===== src/rtl/seq_enc_pkg.sv =====
// seq_enc_pkg: shared state encoding and default width for the sequential priority encoder
package seq_enc_pkg;
    localparam int DEFAULT_WIDTH = 8;
    typedef enum logic {IDLE, DRAIN} state_t;
endpackage


===== src/rtl/prio_find.sv =====
// prio_find: direction-selectable find-first-set with at-most-one-bit detection
module prio_find #(
    parameter int WIDTH = 8,
    parameter int IDX_W = $clog2(WIDTH)
) (
    input  logic [WIDTH-1:0] vec,
    input  logic             msb_first,
    output logic [IDX_W-1:0] idx,
    output logic             found,
    output logic             single
);
    assign found  = |vec;
    assign single = (vec & (vec - WIDTH'(1))) == '0;
    // later loop iterations override earlier ones, so each loop scans toward its winning end
    always_comb begin
        idx = '0;
        for (int i = WIDTH - 1; i >= 0; i--)
            if (!msb_first && vec[i]) idx = IDX_W'(i);
        for (int i = 0; i < WIDTH; i++)
            if (msb_first && vec[i]) idx = IDX_W'(i);
    end
endmodule


===== src/rtl/seq_priority_encoder.sv =====
// seq_priority_encoder: captures a request vector and emits its set-bit indices one beat at a time in priority order
module seq_priority_encoder
    import seq_enc_pkg::*;
#(
    parameter int WIDTH = DEFAULT_WIDTH,
    parameter int IDX_W = $clog2(WIDTH)
) (
    input  logic             clk,
    input  logic             rst,
    input  logic             in_valid,
    output logic             in_ready,
    input  logic [WIDTH-1:0] in_vec,
    input  logic             msb_first,
    output logic             out_valid,
    input  logic             out_ready,
    output logic [IDX_W-1:0] out_idx,
    output logic             out_last,
    output logic             out_zero
);
    state_t           state, state_nx;
    logic [WIDTH-1:0] pending, pending_nx;
    logic             mode, mode_nx;
    logic [IDX_W-1:0] f_idx;
    logic             found, single;

    prio_find #(.WIDTH(WIDTH), .IDX_W(IDX_W)) u_find (
        .vec      (pending),
        .msb_first(mode),
        .idx      (f_idx),
        .found    (found),
        .single   (single)
    );

    assign out_valid = state == DRAIN;
    assign out_idx   = out_valid ? f_idx : '0;
    assign out_last  = out_valid & single;
    assign out_zero  = out_valid & ~found;
    assign in_ready  = (state == IDLE) | (out_valid & out_last & out_ready);

    // consume the current beat, then let a new capture take precedence over returning to idle
    always_comb begin
        state_nx   = state;
        pending_nx = pending;
        mode_nx    = mode;
        if (out_valid && out_ready) begin
            pending_nx = pending & ~(WIDTH'(1) << f_idx);
            state_nx   = out_last ? IDLE : DRAIN;
        end
        if (in_valid && in_ready) begin
            pending_nx = in_vec;
            mode_nx    = msb_first;
            state_nx   = DRAIN;
        end
    end

    // state, pending vector and direction registers
    always_ff @(posedge clk or posedge rst) begin
        if (rst) begin
            state   <= IDLE;
            pending <= '0;
            mode    <= 1'b0;
        end else begin
            state   <= state_nx;
            pending <= pending_nx;
            mode    <= mode_nx;
        end
    end
endmodule


===== config.mk =====
export PLATFORM = sky130hd
export DESIGN_NAME = seq_priority_encoder
export DESIGN_NICKNAME = d
export VERILOG_FILES = /design/src/rtl/seq_enc_pkg.sv /design/src/rtl/prio_find.sv /design/src/rtl/seq_priority_encoder.sv
export SDC_FILE = /design/constraint.sdc
export NUM_CORES = 1
export LEC_CHECK = 0
export CORE_MARGIN = 2
export CORE_UTILIZATION = 40
export DETAILED_ROUTE_END_ITERATION = 16
export PLACE_DENSITY = 0.67
export SYNTH_ARGS = -nofsm -noshare
export SYNTH_HDL_FRONTEND = slang
export SYNTH_SLANG_ARGS = --single-unit

===== constraint.sdc =====
create_clock -name clk -period 4.5 [get_ports clk]
set_input_delay 0.675 -clock clk [delete_from_list [all_inputs] [get_ports clk]]
set_output_delay 0.675 -clock clk [all_outputs]
set_load 0.01 [all_outputs]

==> results of run 1 <==
[Yosys cell counts, types with 2 or more instances]
cell        n  area [µm²]
o21a_1      2        15.0
inv_1       5        18.8
nor4_1      2        12.5
o21ai_0     4        20.0
mux2_2      7        78.8
a211oi_1    3        22.5
mux2i_1     2        20.0
clkbuf_1    3        11.3
dfrtp_1    10         250
nor3_1      4        20.0
a21oi_1     6        30.0
a2111oi_0   2        17.5
nand2b_1    3        18.8
nor2_1      9        33.8
nand2_1     7        26.3
a21boi_0    2        15.0
o31a_1      3        26.3
[area by class of cell]
type,count,area share
Sequential cell,10,0.244
Timing Repair Buffer,19,0.185
Clock buffer,3,0.0220
Tap cell,27,0.0329
Inverter,5,0.0183
Multi-Input combinational cell,73,0.498
[through the flow]
step | area (µm²) | setup WS (ps) | total power, µW | hold WS, ps | instances
after floorplan | 810 | 2150 | 593 | 515 | 93
after global placement | 1000 | 1700 | 773 | 637 | 134
after detailed placement | 1000 | 1650 | 774 | 647 | 134
after CTS | 1030 | 1360 | 837 | 655 | 137
after global routing | 1030 | 1210 | 919 | 712 | 137
final | 1030 | 1350 | 840 | 653 | 137
[where the power goes]
part           leakage [µW]  internal [µW]  total [µW]  switching, µW
Clock             0.0000138           30.9        62.0           31.1
Combinational      0.000266            286         565            279
Sequential         0.000123            130         213           82.7
Total              0.000403            446         840            393
[state kept, by name, indices dropped and copies added, names as in the netlist]
| signal | cells |
|---|---|
| pending | 8 |
| mode | 1 |
| out_valid | 1 |
[worst max-delay path, stage by stage (launching register included)]
cell and delay [ps]:
dfrtp_1 470, or4_4 610, o32ai_2 240, a21oi_2 90, o21ai_0 230, clkdlybuf4s50_1 580
[cells in the final DEF, fill, tap and decap left out, types with 2 or more instances in the layout]
cell type        Yosys  final
clkdlybuf4s50_1      0     19
dfrtp_1             10     10
nor2_1               9      9
nand2_1              7      7
mux2_2               7      7
a21oi_1              6      6
inv_1                5      5
nor3_1               4      4
o21ai_0              4      4
nand2b_1             3      3
a211oi_1             3      3
o31a_1               3      3
clkbuf_4             0      3
nor4_1               2      2
a2111oi_0            2      2
o21a_1               2      2
a21boi_0             2      2
mux2i_1              2      2
[worst min-delay path by stage]
stage                     slack, ps               endpoint  cells after the start                  start
after floorplan                 520       mode$_DFFE_PP0P_                      1                    rst
after global placement          640  out_valid$_DFFE_PP0P_                      2  out_valid$_DFFE_PP0P_
after detailed placement        650  out_valid$_DFFE_PP0P_                      2  out_valid$_DFFE_PP0P_
after CTS                       660  out_valid$_DFFE_PP0P_                      2  out_valid$_DFFE_PP0P_
after global routing            710  out_valid$_DFFE_PP0P_                      2  out_valid$_DFFE_PP0P_
final                           650  out_valid$_DFFE_PP0P_                      2  out_valid$_DFFE_PP0P_
[cells by family (layout without fill, tap and decap cells)]
| kind of cell | count (synthesis) | in the layout |
|---|---|---|
| flip-flops | 10 | 10 |
| multiplexers | 9 | 9 |
| AND/OR/NAND/NOR | 32 | 32 |
| buffers and inverters | 10 | 27 |
| AO/OA/AOI/OAI | 32 | 32 |
[per-layer routing]
metal	wire (µm)	vias up	GRT usage
li1	-	387	-
met1	840	361	0.243
met2	889	41	0.283
met3	146	4	0.0368
met4	17	0	0.124
met5	0	-	0
==> impl_results.md, run 1 <==
* Outcome: complete, no violations
* Crit path kind: reg2out
* Setup-failing EPs final at 0
* Yosys cell types at 36
* Die Wd at approximately 49 µm
* Buffers on Ports at 19
* Via count at around 790
* Mapped Cells at a little over 90
* Critical Path Start: pending[3]$_DFFE_PP0P_
* Total global routing overflow at 0
* Syn_nets at 106
* Die ar. at 2400 µm²
* Fin nets at around 130
* Clock Pin Slew Worst Setup and Hold Paths at 70 ps
* Min Tclk post-route at around 3200 ps
* Synth Area in Compound Gates at 0.309
* Routed WL at 1890 µm
* DP HPWL at 1500 µm
* Worst Setup EP: in_ready
* Mapped Area at just over 800 µm²
* Area Overhead vs Synth at 26.7%
* Worst flop-to-flop path startpoint: pending[3]$_DFFE_PP0P_
* Post-CTS setup repair buffer count at 0
* Synth Warn # at 0
* #FFs+latches synth at 10
* Final Hold Fails at 0
* DIE HEIGHT at ~50 µm
* First-pass GRT wire length at roughly 3500 µm
* Multi-input gate area at slightly above 500 µm²
* I/O pin cnt at 20
* Crit path capture type: primary output
* GP Congestion at 0.907
* Crit Path Max Fanout at 7
* Final routed DRC violation total at 0
* Syn avg cell area at approximately 8.7 µm²
* Largest family of logic cells by synthesized area: compound AO/OA/AOI/OAI gates
* Vias in the first global route at about 800
* Pleak at slightly above 0.0004 µW
* Layout cell share with drive strength beyond 1 at 0.136
* Layout Skew at ~2.1 ps
* Gr usage total at 0.188
* CTS buffer count at 3
* RSZ-0062 raised after global routing: false
* Final slew viol count at 0
* Mux contribution to synthesized area at 0.122
* Routed vias/inst at ~5.8
* Clock root buffer: clkbuf_4
* Reg area at approximately 250 µm²
* R2R Path End: pending[0]$_DFFE_PP0P_
* Max-capacitance violation count at 0
* Largest net degree at the start of global routing at 11
* Post-synthesis xor/xnor area fraction at 0
* Achievable clock frequency at 0.317 GHz
* CTS Buffer Depth at 2
* Core Area at 1940 µm²
* Max H-tree Level at 1
* DR iter-0 viols at 31
* Slew headroom at 0.618
* Adder-cell share of the synthesized area at 0
* Post-CTS resize count at 0
* Worst-Skew Late Latency at roughly 260 ps
* Simple-Gate Fraction of Synth Area at 0.199
* Starting Density at 0.417
* WP data required at approximately 3800 ps
* Final ANT Viol Nets at 0
* CTS Sinks at 10
* Fill cells at approximately 170
* Measured slew at the worst slew-check pin at 568 ps
* Crit path DAT at 2480 ps
* Critical Path Start Type: flip-flop
* Peak supply drop at 0.453 mV
* TNS Setup at 0 ps
* Post-synthesis sequential area ratio at 0.309
* Flop-to-flop setup slack at between 2000 and 2500 ps
* Hold WC Path Type: reg2reg
* Final Core Density at 0.528
* Ys flop type: dfrtp_1
* TritonCTS clock tree: done
* # rows at 16
* Initial antenna violation count at 0
* Drt first pass iters at 4
* Power per Cell Area at 818 nW/µm²
* Async set-reset flop share out of synthesis at 1.00
* Antenna cells at 0
* Wire length per cell at between 10 and 15 µm
* Final worst-path cycle share at 0.700
* Reg2reg path depth at 5
* Hold_buf cts at 0
* Post-synth EDFFs at 0
(Power assumes the default switching activity.)
==> run 2: changes to the inputs <==
clock period = 3.22 ns   (was 4.5 ns; I/O delays follow)
==> run 2 against run 1 <==
Routed wire length rose by 4.2%; via count fell by 1.0%; register-to-register slack got worse by 1200 ps; global-route usage decreased by 0.66 points; count of clock-buffer cells in the layout stayed put; sequential power increased by 41%; critical path type unchanged; flip-flop and latch count did not move; critical path depth unchanged; worst hold slack got worse by 150 ps; utilization unchanged; design area unchanged; die area unchanged.
==> impl_results.md, run 2 (synthesized netlist as in run 1, its figures left out) <==
* Clock Pin Slew Worst Setup and Hold Paths at 70 ps
* Layout cell share with drive strength beyond 1 at 0.136
* Area Overhead vs Synth at 26.7%
* TritonCTS clock tree: done
* DP HPWL at about 1500 µm
* First-pass GRT wire length at approximately 3400 µm
* Flop-to-flop setup slack at slightly above 1000 ps
* Crit Path Max Fanout at 7
* Hold_buf cts at 0
* Placed cell area at 1000 µm²
* Crit path capture type: primary output
* Placed cells at 134
* Wire length per cell at roughly 14 µm
* Worst-Skew Late Latency at between 200 and 300 ps
* # rows at 16
* Power per Cell Area at ~1100 nW/µm²
* Buffers on Ports at 19
* Die ar. at roughly 2400 µm²
* Max reg flops at 8
* Drt first pass iters at 4
* Via count at ~790
* Min Tclk post-route at 2950 ps
* Non-filler cells, final at 137
* Fill cells at 189
* DIE HEIGHT at about 49 µm
* Worst flop-to-flop path startpoint: pending[3]$_DFFE_PP0P_
* Final slew viol count at 0
* CTS Buffer Depth at 2
* Crit path cell chain: or4_4 -> o32ai_2 -> a21oi_2 -> o21ai_0 -> clkdlybuf4s50_1
* Layout Skew at about 1.8 ps
* Commonest cells after routing, fill and taps aside: 19 x clkdlybuf4s50_1, 10 x dfrtp_1, 9 x nor2_1
* Peak supply drop at between 0.5 and 0.6 mV
* WP buf/inv at 1
* Measured slew at the worst slew-check pin at 542 ps
* R2R Path End: pending[0]$_DFFE_PP0P_
* CTS buffer count at 3
* I/O pin cnt at 20
* Fin nets at ~130
* Achievable clock frequency at between 0.3 and 0.4 GHz
* Post-CTS setup repair buffer count at 0
* Gr usage total at 0.181
* Final routed DRC violation total at 0
* Pleak at 0.000403 µW
* Max stage delay on crit path at ~600 ps
* Total global routing overflow at 0
* TNS Setup at 0 ps
* Max-capacitance violation count at 0
* Routed vias/inst at around 5.7
* Antenna cells at 0
* Slew headroom at 0.637
* Hold WC Path Type: in2async
* Most common cell after layout, fill and taps aside: clkdlybuf4s50_1
* Critical Path Start Type: flip-flop
* Setup-failing EPs final at 0
* Largest net degree at the start of global routing at 11
* Finished layout cell area at roughly 1000 µm²
* Die Wd at approximately 49 µm
* Vias in the first global route at between 700 and 800
* Final Hold Fails at 0
* Final worst-path cycle share at 0.917
* DR iter-0 viols at 24
* CTS Sinks at 10
* Max H-tree Level at 1
* Post-CTS resize count at 0
* Core Area at 1940 µm²
* Reg with most FFs: pending
* RSZ-0062 raised after global routing: false
* Final Core Density at 0.528
* Crit path max-delay family: simple AND/OR/NAND/NOR gates
* Starting Density at 0.417
* Critical path's slowest cell: or4_4
* Final ANT Viol Nets at 0
* WP data required at between 2000 and 3000 ps
* Clock root buffer: clkbuf_4
* Reg2reg path depth at 5
* Crit path DAT at 2470 ps
* Routed WL at between 1500 and 2000 µm
* Crit path kind: reg2out
* Outcome: complete, no violations
* Initial antenna violation count at 0
* GP Congestion at ~0.89
run 2: cell counts in the layout (fill, tap and decap cells not counted):
No cell type changed its count.
run 2: worst max path at each step:
| stage | slack [ps] | cells past startpoint | endpoint | startpoint |
|---|---|---|---|---|
| after CTS | 280 | 5 | in_ready | pending[3]$_DFFE_PP0P_ |
| final | 270 | 5 | in_ready | pending[3]$_DFFE_PP0P_ |
| after global routing | 150 | 5 | in_ready | pending[3]$_DFFE_PP0P_ |
| after floorplan | 1060 | 5 | in_ready | pending[0]$_DFFE_PP0P_ |
| after detailed placement | 560 | 5 | in_ready | pending[3]$_DFFE_PP0P_ |
| after global placement | 610 | 5 | in_ready | pending[3]$_DFFE_PP0P_ |
run 2: layout make-up:
class	count	area, µm²	share of cell area
Multi-Input combinational cell	73	510	0.498
Tap cell	27	33.8	0.0329
Sequential cell	10	250	0.244
Timing Repair Buffer	19	190	0.185
Clock buffer	3	22.5	0.0220
Inverter	5	18.8	0.0183
run 2: report_power, final:
part           internal (µW)  switching (µW)
Combinational            399             387
Clock                   43.2            45.0
Sequential               182             120
Total                    624             552
run 2: metal layers:
layer,vias up,global-route usage,share of wire,wire length (µm)
met1,365,0.243,0.47,932
met5,-,0,0,0
met3,2,0.0215,0.063,124
li1,391,-,-,-
met4,0,0.0429,0.0051,10
met2,27,0.311,0.46,905
run 2: stage by stage:
stage	power (µW)	worst slack (ps)	hold WS [ps]
global placement	1080	607	638
detailed placement	1080	559	650
global route	1280	151	572
floorplan	828	1060	323
CTS	1180	276	511
finish	1180	268	502
